===== config.mk =====
export PLATFORM = sky130hd
export DESIGN_NAME = ahb_lite_master
export DESIGN_NICKNAME = d
export VERILOG_FILES = /design/src/rtl/ahb_lite_master.sv
export SDC_FILE = /design/constraint.sdc
export NUM_CORES = 1
export LEC_CHECK = 0
export CAP_MARGIN = 20
export CORE_MARGIN = 3
export CORE_UTILIZATION = 35
export CTS_CLUSTER_SIZE = 25
export DETAILED_ROUTE_END_ITERATION = 6
export GPL_ROUTABILITY_DRIVEN = 0
export MAX_ROUTING_LAYER = met4
export PLACE_DENSITY = 0.66
export SYNTH_ARGS = -nofsm -noshare
export SYNTH_HDL_FRONTEND = slang
export SYNTH_SLANG_ARGS = --single-unit

===== constraint.sdc =====
create_clock -name HCLK -period 1.8 [get_ports HCLK]
set_input_delay 0.36 -clock HCLK [delete_from_list [all_inputs] [get_ports HCLK]]
set_output_delay 0.36 -clock HCLK [all_outputs]
set_load 0.005 [all_outputs]

===== src/rtl/ahb_lite_master.sv =====
// AHB-Lite master bridging a valid/ready command port to a pipelined single-transfer bus.
// An address-phase register overlaps with a data-phase register so that one transfer completes per cycle.
module ahb_lite_master (
  input  logic        HCLK,
  input  logic        HRESETn,
  input  logic        cmd_valid,
  output logic        cmd_ready,
  input  logic        cmd_write,
  input  logic [31:0] cmd_addr,
  input  logic [2:0]  cmd_size,
  input  logic [3:0]  cmd_prot,
  input  logic [63:0] cmd_wdata,
  output logic        rsp_valid,
  output logic [63:0] rsp_rdata,
  output logic        rsp_err,
  output logic [31:0] HADDR,
  output logic [1:0]  HTRANS,
  output logic        HWRITE,
  output logic [2:0]  HSIZE,
  output logic [2:0]  HBURST,
  output logic [3:0]  HPROT,
  output logic        HMASTLOCK,
  output logic [63:0] HWDATA,
  input  logic [63:0] HRDATA,
  input  logic        HREADY,
  input  logic        HRESP
);

  localparam logic [1:0] HTRANS_IDLE   = 2'b00;
  localparam logic [1:0] HTRANS_NONSEQ = 2'b10;

  logic        aph_valid;
  logic        aph_write;
  logic [31:0] aph_addr;
  logic [2:0]  aph_size;
  logic [3:0]  aph_prot;
  logic [63:0] aph_wdata;
  logic        dph_valid;
  logic        dph_write;
  logic [63:0] hwdata_q;
  logic        err_cancel;

  logic cmd_accept;
  logic aph_done;
  logic dph_done;

  assign cmd_ready  = HRESETn & ~err_cancel & (~aph_valid | HREADY);
  assign cmd_accept = cmd_valid & cmd_ready;
  // err_cancel blocks the pending address phase so the slave never sees it during an error response
  assign aph_done   = aph_valid & HREADY & ~err_cancel;
  assign dph_done   = dph_valid & HREADY;

  assign HTRANS    = (aph_valid && !err_cancel) ? HTRANS_NONSEQ : HTRANS_IDLE;
  assign HADDR     = aph_addr;
  assign HWRITE    = aph_write;
  assign HSIZE     = aph_size;
  assign HPROT     = aph_prot;
  assign HBURST    = 3'b000;
  assign HMASTLOCK = 1'b0;
  assign HWDATA    = hwdata_q;

  // Address phase stage
  always_ff @(posedge HCLK or negedge HRESETn) begin
    if (!HRESETn) begin
      aph_valid <= 1'b0;
      aph_write <= 1'b0;
      aph_addr  <= '0;
      aph_size  <= '0;
      aph_prot  <= '0;
      aph_wdata <= '0;
    end else if (cmd_accept) begin
      aph_valid <= 1'b1;
      aph_write <= cmd_write;
      aph_addr  <= cmd_addr;
      aph_size  <= cmd_size;
      aph_prot  <= cmd_prot;
      aph_wdata <= cmd_wdata;
    end else if (aph_done) begin
      aph_valid <= 1'b0;
    end
  end

  // Data phase stage
  always_ff @(posedge HCLK or negedge HRESETn) begin
    if (!HRESETn) begin
      dph_valid <= 1'b0;
      dph_write <= 1'b0;
      hwdata_q  <= '0;
    end else if (aph_done) begin
      dph_valid <= 1'b1;
      dph_write <= aph_write;
      if (aph_write) hwdata_q <= aph_wdata;
    end else if (dph_done) begin
      dph_valid <= 1'b0;
    end
  end

  always_ff @(posedge HCLK or negedge HRESETn) begin
    if (!HRESETn) begin
      err_cancel <= 1'b0;
    end else if (err_cancel && HREADY) begin
      err_cancel <= 1'b0;
    end else if (dph_valid && HRESP && !HREADY) begin
      err_cancel <= 1'b1;
    end
  end

  // Response stage
  always_ff @(posedge HCLK or negedge HRESETn) begin
    if (!HRESETn) begin
      rsp_valid <= 1'b0;
      rsp_rdata <= '0;
      rsp_err   <= 1'b0;
    end else begin
      rsp_valid <= dph_done;
      if (dph_done) begin
        rsp_rdata <= dph_write ? 64'd0 : HRDATA;
        rsp_err   <= HRESP;
      end
    end
  end

endmodule


==> impl_metrics.env, run 1 <==
export IMPL_status="finished clean"
export IMPL_totalWireLength_um=23800
export IMPL_ys_flop_type="dfrtp_1"
export IMPL_clock_path_buffers=3
export IMPL_portBuffers=344
export IMPL_syn_inst=661
export IMPL_setup_viol=0
export IMPL_grt_max_degree=148
export IMPL_relSlewSlack_pct=47.8
export IMPL_clock_latency_ns=0.52
export IMPL_antenna_found_initial=0
export IMPL_ant_nets=0
export IMPL_start_util_pct=35.7
export IMPL_critPathLaunchType="flop"
export IMPL_coreArea_mm2=0.0261
export IMPL_p_int_uw=16400
export IMPL_fin_crit_ns=1.77
export IMPL_cp_required_ns=1.44
export IMPL_drive_gt1_share_pct=24.2
export IMPL_cts_root_buf="clkbuf_16"
export IMPL_peakVddDrop_v=0.000852
export IMPL_setup_slack_ns=0.0325
export IMPL_grt_pass1_wl_um=37500
export IMPL_grt_remaining_overflow=0
export IMPL_cts_buffers=27
export IMPL_fmax_ghz=0.566
export IMPL_rsz0062_at_grt="true"
export IMPL_synth_warnings=0
export IMPL_worst_endpoint_arrival_ns=1.41
export IMPL_drc_errors=0
export IMPL_cap_violations=0
export IMPL_syn_area_mm2=0.00934
export IMPL_final_max_slew_viol_count=0
export IMPL_slowest_stage="dfrtp_1"
export IMPL_tns_ns=0
export IMPL_cts_sinks=238
export IMPL_async_flop_share_pct=100
export IMPL_avgSynthCellArea_um2=14.1
export IMPL_p_clk_share_pct=23.9
export IMPL_rows=59
export IMPL_die_y_um=169
export IMPL_final_cell_mix="clkdlybuf4s50_1 (284), dfrtp_1 (236), mux2_2 (120), nand2_1 (68), o21ai_0 (65)"
export IMPL_skew_ns=0.00713
export IMPL_dp_worst_setup_slack_ns=-0.244
export IMPL_yosysSeqAreaShare_pct=63.8
export IMPL_swShare_pct=26.8
export IMPL_htreeDepth=1
export IMPL_final_common_cell="clkdlybuf4s50_1"
export IMPL_io_pins=350
export IMPL_final_util_pct=54.9
export IMPL_dieArea_mm2=0.0287
export IMPL_grt_usage_pct=16.7
export IMPL_crit_fanout=4
export IMPL_cp_num_buf_inv=1
export IMPL_yosysUniqueCellTypes=19
export IMPL_p_leak_uw=0.00675
export IMPL_antenna_diode_count=0
export IMPL_endpoint_kind="output pin"
export IMPL_hold_viol=0
export IMPL_combinationalPowerShare_pct=36.3
export IMPL_grt_pass1_vias=6728
export IMPL_min_period_over_period_pct=98.2
export IMPL_synth_edf_count=0
export IMPL_crit_chain="nor2b_4 -> nor3b_2 -> buf_2"
export IMPL_post_drt_via_cell_ratio=4.54
export IMPL_hp_class="in -> async"
export IMPL_synth_seq_cells=238
export IMPL_power_density_mw_per_mm2=1560
export IMPL_switchingPower_uw=6000
export IMPL_fin_nets=1200
export IMPL_cp_slowest_stage_delay_ns=0.40
export IMPL_worst_slew_pin_slew_ns=0.783
export IMPL_p_seq_share_pct=39.8
export IMPL_critPathKind="reg -> out"
export IMPL_die_x_um=169
export IMPL_vias=6263
export IMPL_path_clk_slew_ns=0.06
export IMPL_syn2layout_area_growth_pct=53.6
export IMPL_wl_per_cell_um=17.3
export IMPL_drt_first_pass_iters=4
export IMPL_drtIter0Drc=279
export IMPL_crit_family="flip-flops"
export IMPL_cts_tree="built"
export IMPL_dp_hpwl_um=16900
export IMPL_holdWs_ns=0.0362
## synth_stat cells (all sizes together), types with 2 or more instances
library cell,count,share of area [%]
nand2,69,2.8
inv,2,0.080
mux2,169,22
nand2b,64,4.3
nor2b,2,0.13
clkbuf,21,0.84
dfrtp,238,64
o21ai,65,3.5
buf,24,1.8
## final cells by class
class	instances	area [µm²]
timing repair buffer	378	3890
clock buffer	43	826
inverter	2	7.51
clock inverter	4	45.0
tap	335	419
multi-input combinational	380	3200
fill	2230	11800
sequential	238	5960
## worst min-delay path, delay by kind of cell
family / cells / cell delay [ns]
buffers and inverters: 3 / 0.58
## worst paths after layout
path                               startpoint            end  slack, ns  cells past startpoint
worst max-delay path                aph_valid      cmd_ready       0.03                      3
worst min-delay path                  HRESETn     HWDATA[44]       0.04                      3
worst max register to register      aph_valid  aph_wdata[39]       0.22                      5
worst min register to register  rsp_rdata[26]  rsp_rdata[26]       0.47                      2
max in group asynchronous             HRESETn  aph_wdata[61]       0.99                      3
min in group HCLK                  HRDATA[26]  rsp_rdata[26]       0.40                      3
## power by group through the flow
stage | logic [µW] | registers (µW) | clock network [µW]
2_1_floorplan | 3320 | 8950 | 0
3_3_place_gp | 8350 | 8940 | 0
3_5_place_dp | 8450 | 9010 | 0
4_1_cts | 8400 | 8940 | 5500
5_1_grt | 8850 | 9230 | 5750
6_report | 8120 | 8900 | 5340
## registers in the layout, summed over array words and instances, names as in the netlist, 3 cells and up
register	flops
HADDR	32
HPROT	4
HSIZE	3
HWDATA	64
aph_wdata	64
rsp_rdata	64
## logic make-up (layout without fill, tap and decap cells)
kind of cell           Yosys count  after routing  synth area share (%)
and+or+nand+nor                140            140                  7.57
other                            1              5                0.0401
muxes                          169            169                  22.3
AOI/OAI and AO/OA               66             66                  3.54
DFF                            238            238                  63.8
buffers and inverters           47            427                  2.75
## routing by layer
metal | track usage, % | share of wire (%)
met1 | 20.5 | 41
met3 | 4.36 | 6.9
met5 | - | 0
met2 | 27.2 | 49
met4 | 5.37 | 3.5
## what timing repair did
action | in CTS | in global routing
gates resized for setup | 27 | 44
buffers inserted | 1 | 0
endpoints found under the setup margin | 18 | 43
pin swaps | 0 | 1
hold buffers | 1 | 0
hold endpoints to repair | 15 | 0
## per-stage QoR
step | instances | area, µm² | power, µW
after global routing | 1380 | 14300 | 23800
after detailed placement | 1331 | 13400 | 17500
after global placement | 1331 | 13400 | 17300
final | 1380 | 14300 | 22400
after floorplan | 665 | 9360 | 12300
after CTS | 1380 | 14200 | 22800
Note: power is estimated with default switching activity, not from simulation.
==> run 2: changes to the inputs <==
--- a/config.mk
+++ b/config.mk
@@ -6,7 +6,7 @@
 export NUM_CORES = 1
 export LEC_CHECK = 0
 export CAP_MARGIN = 20
-export CORE_MARGIN = 3
+export CORE_MARGIN = 5
 export CORE_UTILIZATION = 35
 export CTS_CLUSTER_SIZE = 25
 export DETAILED_ROUTE_END_ITERATION = 6
@@ -16,3 +16,4 @@
 export SYNTH_ARGS = -nofsm -noshare
 export SYNTH_HDL_FRONTEND = slang
 export SYNTH_SLANG_ARGS = --single-unit
+export TNS_END_PERCENT = 50
==> run 2 against run 1 <==
  * The flow now finishes with violations (negative setup slack)
  * Total power is 0.62% higher
  * First-iteration DRC count is 8.6% lower
  * Sequential power hardly changed
  * Clock power rose by 4%
  * Sequential cell count unchanged
  * Hold slack better by 0.30 ns
  * Critical path type unchanged
  * Critical endpoint unchanged
  * Largest power group unchanged
==> impl_metrics.env, run 2 (synthesized netlist as in run 1, its figures left out) <==
export IMPL_busiest_layer="met2"
export IMPL_fill_cells=2212
export IMPL_final_cell_mix="clkdlybuf4s50_1 (266), dfrtp_1 (237), mux2_2 (120), nand2_1 (68), o21ai_0 (65)"
export IMPL_fin_crit_ns=1.80
export IMPL_critPathLaunchType="flop"
export IMPL_grt_remaining_overflow=0
export IMPL_grt_pass1_wl_um=38600
export IMPL_crit_fanout=4
export IMPL_fin_nets=1194
export IMPL_crit_path_end="cmd_ready"
export IMPL_swShare_pct=26.9
export IMPL_htreeDepth=1
export IMPL_cp_depth=3
export IMPL_slowest_stage="dfrtp_1"
export IMPL_start_util_pct=35.6
export IMPL_grt_max_degree=142
export IMPL_antenna_diode_count=0
export IMPL_fmax_ghz=0.555
export IMPL_multiInputGateArea_mm2=0.00319
export IMPL_dp_worst_setup_slack_ns=-0.298
export IMPL_io_pins=350
export IMPL_crit_start="aph_valid"
export IMPL_coreArea_mm2=0.0262
export IMPL_path_clk_slew_ns=0.05
export IMPL_cts_buffers=27
export IMPL_rows=59
export IMPL_post_drt_via_cell_ratio=4.52
export IMPL_final_max_slew_viol_count=0
export IMPL_cp_slowest_stage_delay_ns=0.42
export IMPL_vias=6224
export IMPL_tns_ns=-0.00101
export IMPL_antenna_found_initial=0
export IMPL_skew_ns=0.0204
export IMPL_cap_violations=0
export IMPL_setup_viol=1
export IMPL_switchingPower_uw=6060
export IMPL_peakVddDrop_v=0.000795
export IMPL_p_clk_share_pct=24.6
export IMPL_critPathKind="reg -> out"
export IMPL_syn2layout_area_growth_pct=54.2
export IMPL_drt_first_pass_iters=4
export IMPL_crit_family="flip-flops"
export IMPL_combinationalPowerShare_pct=35.8
export IMPL_hold_viol=0
export IMPL_die_x_um=173
export IMPL_status="finished with violations"
export IMPL_grt_util_met3_pct=4.73
export IMPL_violations="negative setup slack"
export IMPL_p_int_uw=16400
export IMPL_totalWireLength_um=24200
export IMPL_wl_per_cell_um=17.6
export IMPL_p_leak_uw=0.00682
export IMPL_crit_chain="nor2b_4 -> nor3b_2 -> buf_2"
export IMPL_drc_errors=0
export IMPL_ff_latch_area_mm2=0.00596
export IMPL_grt_usage_pct=16.1
export IMPL_cts_root_buf="clkbuf_16"
export IMPL_clock_path_buffers=3
export IMPL_regToRegSetupSlack_ns=0.21
export IMPL_holdWs_ns=0.339
export IMPL_p_seq_share_pct=39.6
export IMPL_cts_sinks=238
export IMPL_drive_gt1_share_pct=23.8
export IMPL_grt_use_met1_pct=19.4
export IMPL_portBuffers=344
export IMPL_drtIter0Drc=255
export IMPL_final_util_pct=54.9
export IMPL_worstReg2RegEnd="aph_wdata[41]"
export IMPL_relSlewSlack_pct=45.5
export IMPL_cp_required_ns=1.44
export IMPL_hp_class="in -> reg"
export IMPL_reg2reg_from="aph_valid"
export IMPL_min_period_over_period_pct=100
export IMPL_cts_tree="built"
export IMPL_worst_slew_pin_slew_ns=0.817
export IMPL_dp_hpwl_um=17700
export IMPL_total_power_uw=22500
export IMPL_die_y_um=173
export IMPL_cp_num_buf_inv=1
export IMPL_setup_slack_ns=-0.00101
export IMPL_final_common_cell="clkdlybuf4s50_1"
export IMPL_endpoint_kind="output pin"
export IMPL_worst_endpoint_arrival_ns=1.44
export IMPL_use_met2_pct=26.4
export IMPL_clock_latency_ns=0.53
export IMPL_ant_nets=0
export IMPL_power_density_mw_per_mm2=1560
export IMPL_dieArea_mm2=0.0301
export IMPL_rr_worst_depth=5
export IMPL_grt_pass1_vias=6815
export IMPL_rsz0062_at_grt="true"
## run 2: changes by cell type in the layout (fill, tap and decap cells not counted), sizes merged
cell and delta:
clkdlybuf4s15 +1, clkinv +2, clkbuf -5, clkinvlp +1, clkdlybuf4s50 -18, dlygate4sd2 +14, bufinv +2, buf -6
inv +1, dlymetal6s2s +4
## run 2: worst min path at each step
stage,end,depth (start not counted),start
after floorplan,HADDR[0],0,HRESETn
after global placement,rsp_rdata[4],2,rsp_rdata[4]
after detailed placement,rsp_rdata[3],2,rsp_rdata[3]
after CTS,aph_valid,4,HRESETn
after global routing,aph_valid,4,HRESETn
final,aph_valid,4,HRESETn
## run 2: final cells by class
cell class / count / area share, %
clock buffers: 39 / 5.42
flip-flops and latches: 238 / 41.4
repair buffers: 372 / 27.2
well taps: 335 / 2.91
multi-input cells: 380 / 22.2
inverters: 2 / 0.0521
clock inverters: 10 / 0.912
## run 2: stage by stage
stage	instance area, µm²	cells
6_report	14400	1376
5_1_grt	14400	1376
4_1_cts	14300	1376
3_5_place_dp	13400	1324
3_3_place_gp	13400	1324
2_1_floorplan	9360	665
## run 2: power groups by stage
stage,Clock [µW],Combinational (µW),Sequential [µW]
3_3_place_gp,0,8420,8940
4_1_cts,5730,8360,8970
2_1_floorplan,0,3320,8950
6_report,5540,8050,8910
5_1_grt,5970,8730,9240
3_5_place_dp,0,8530,9020
## run 2: timing repair
action,in CTS,in global routing
resized for setup,37,50
endpoints found under the hold margin,38,0
pin swaps,0,1
endpoints found under the setup margin,32,96
hold buffers,1,0
gates cloned,0,0
setup buffers,2,0
## run 2: worst min-delay path: cells and delay by family
kind	cells	cell delay (ns)
buffers and inverters	2	0.28
AND/OR/NAND/NOR	2	0.16
## run 2: layer usage
layer / up-vias / share of wire, %
met3: 43 / 7.5
li1: 2948 / -
met1: 3019 / 41
met2: 214 / 49
met5: - / 0
met4: 0 / 3.0
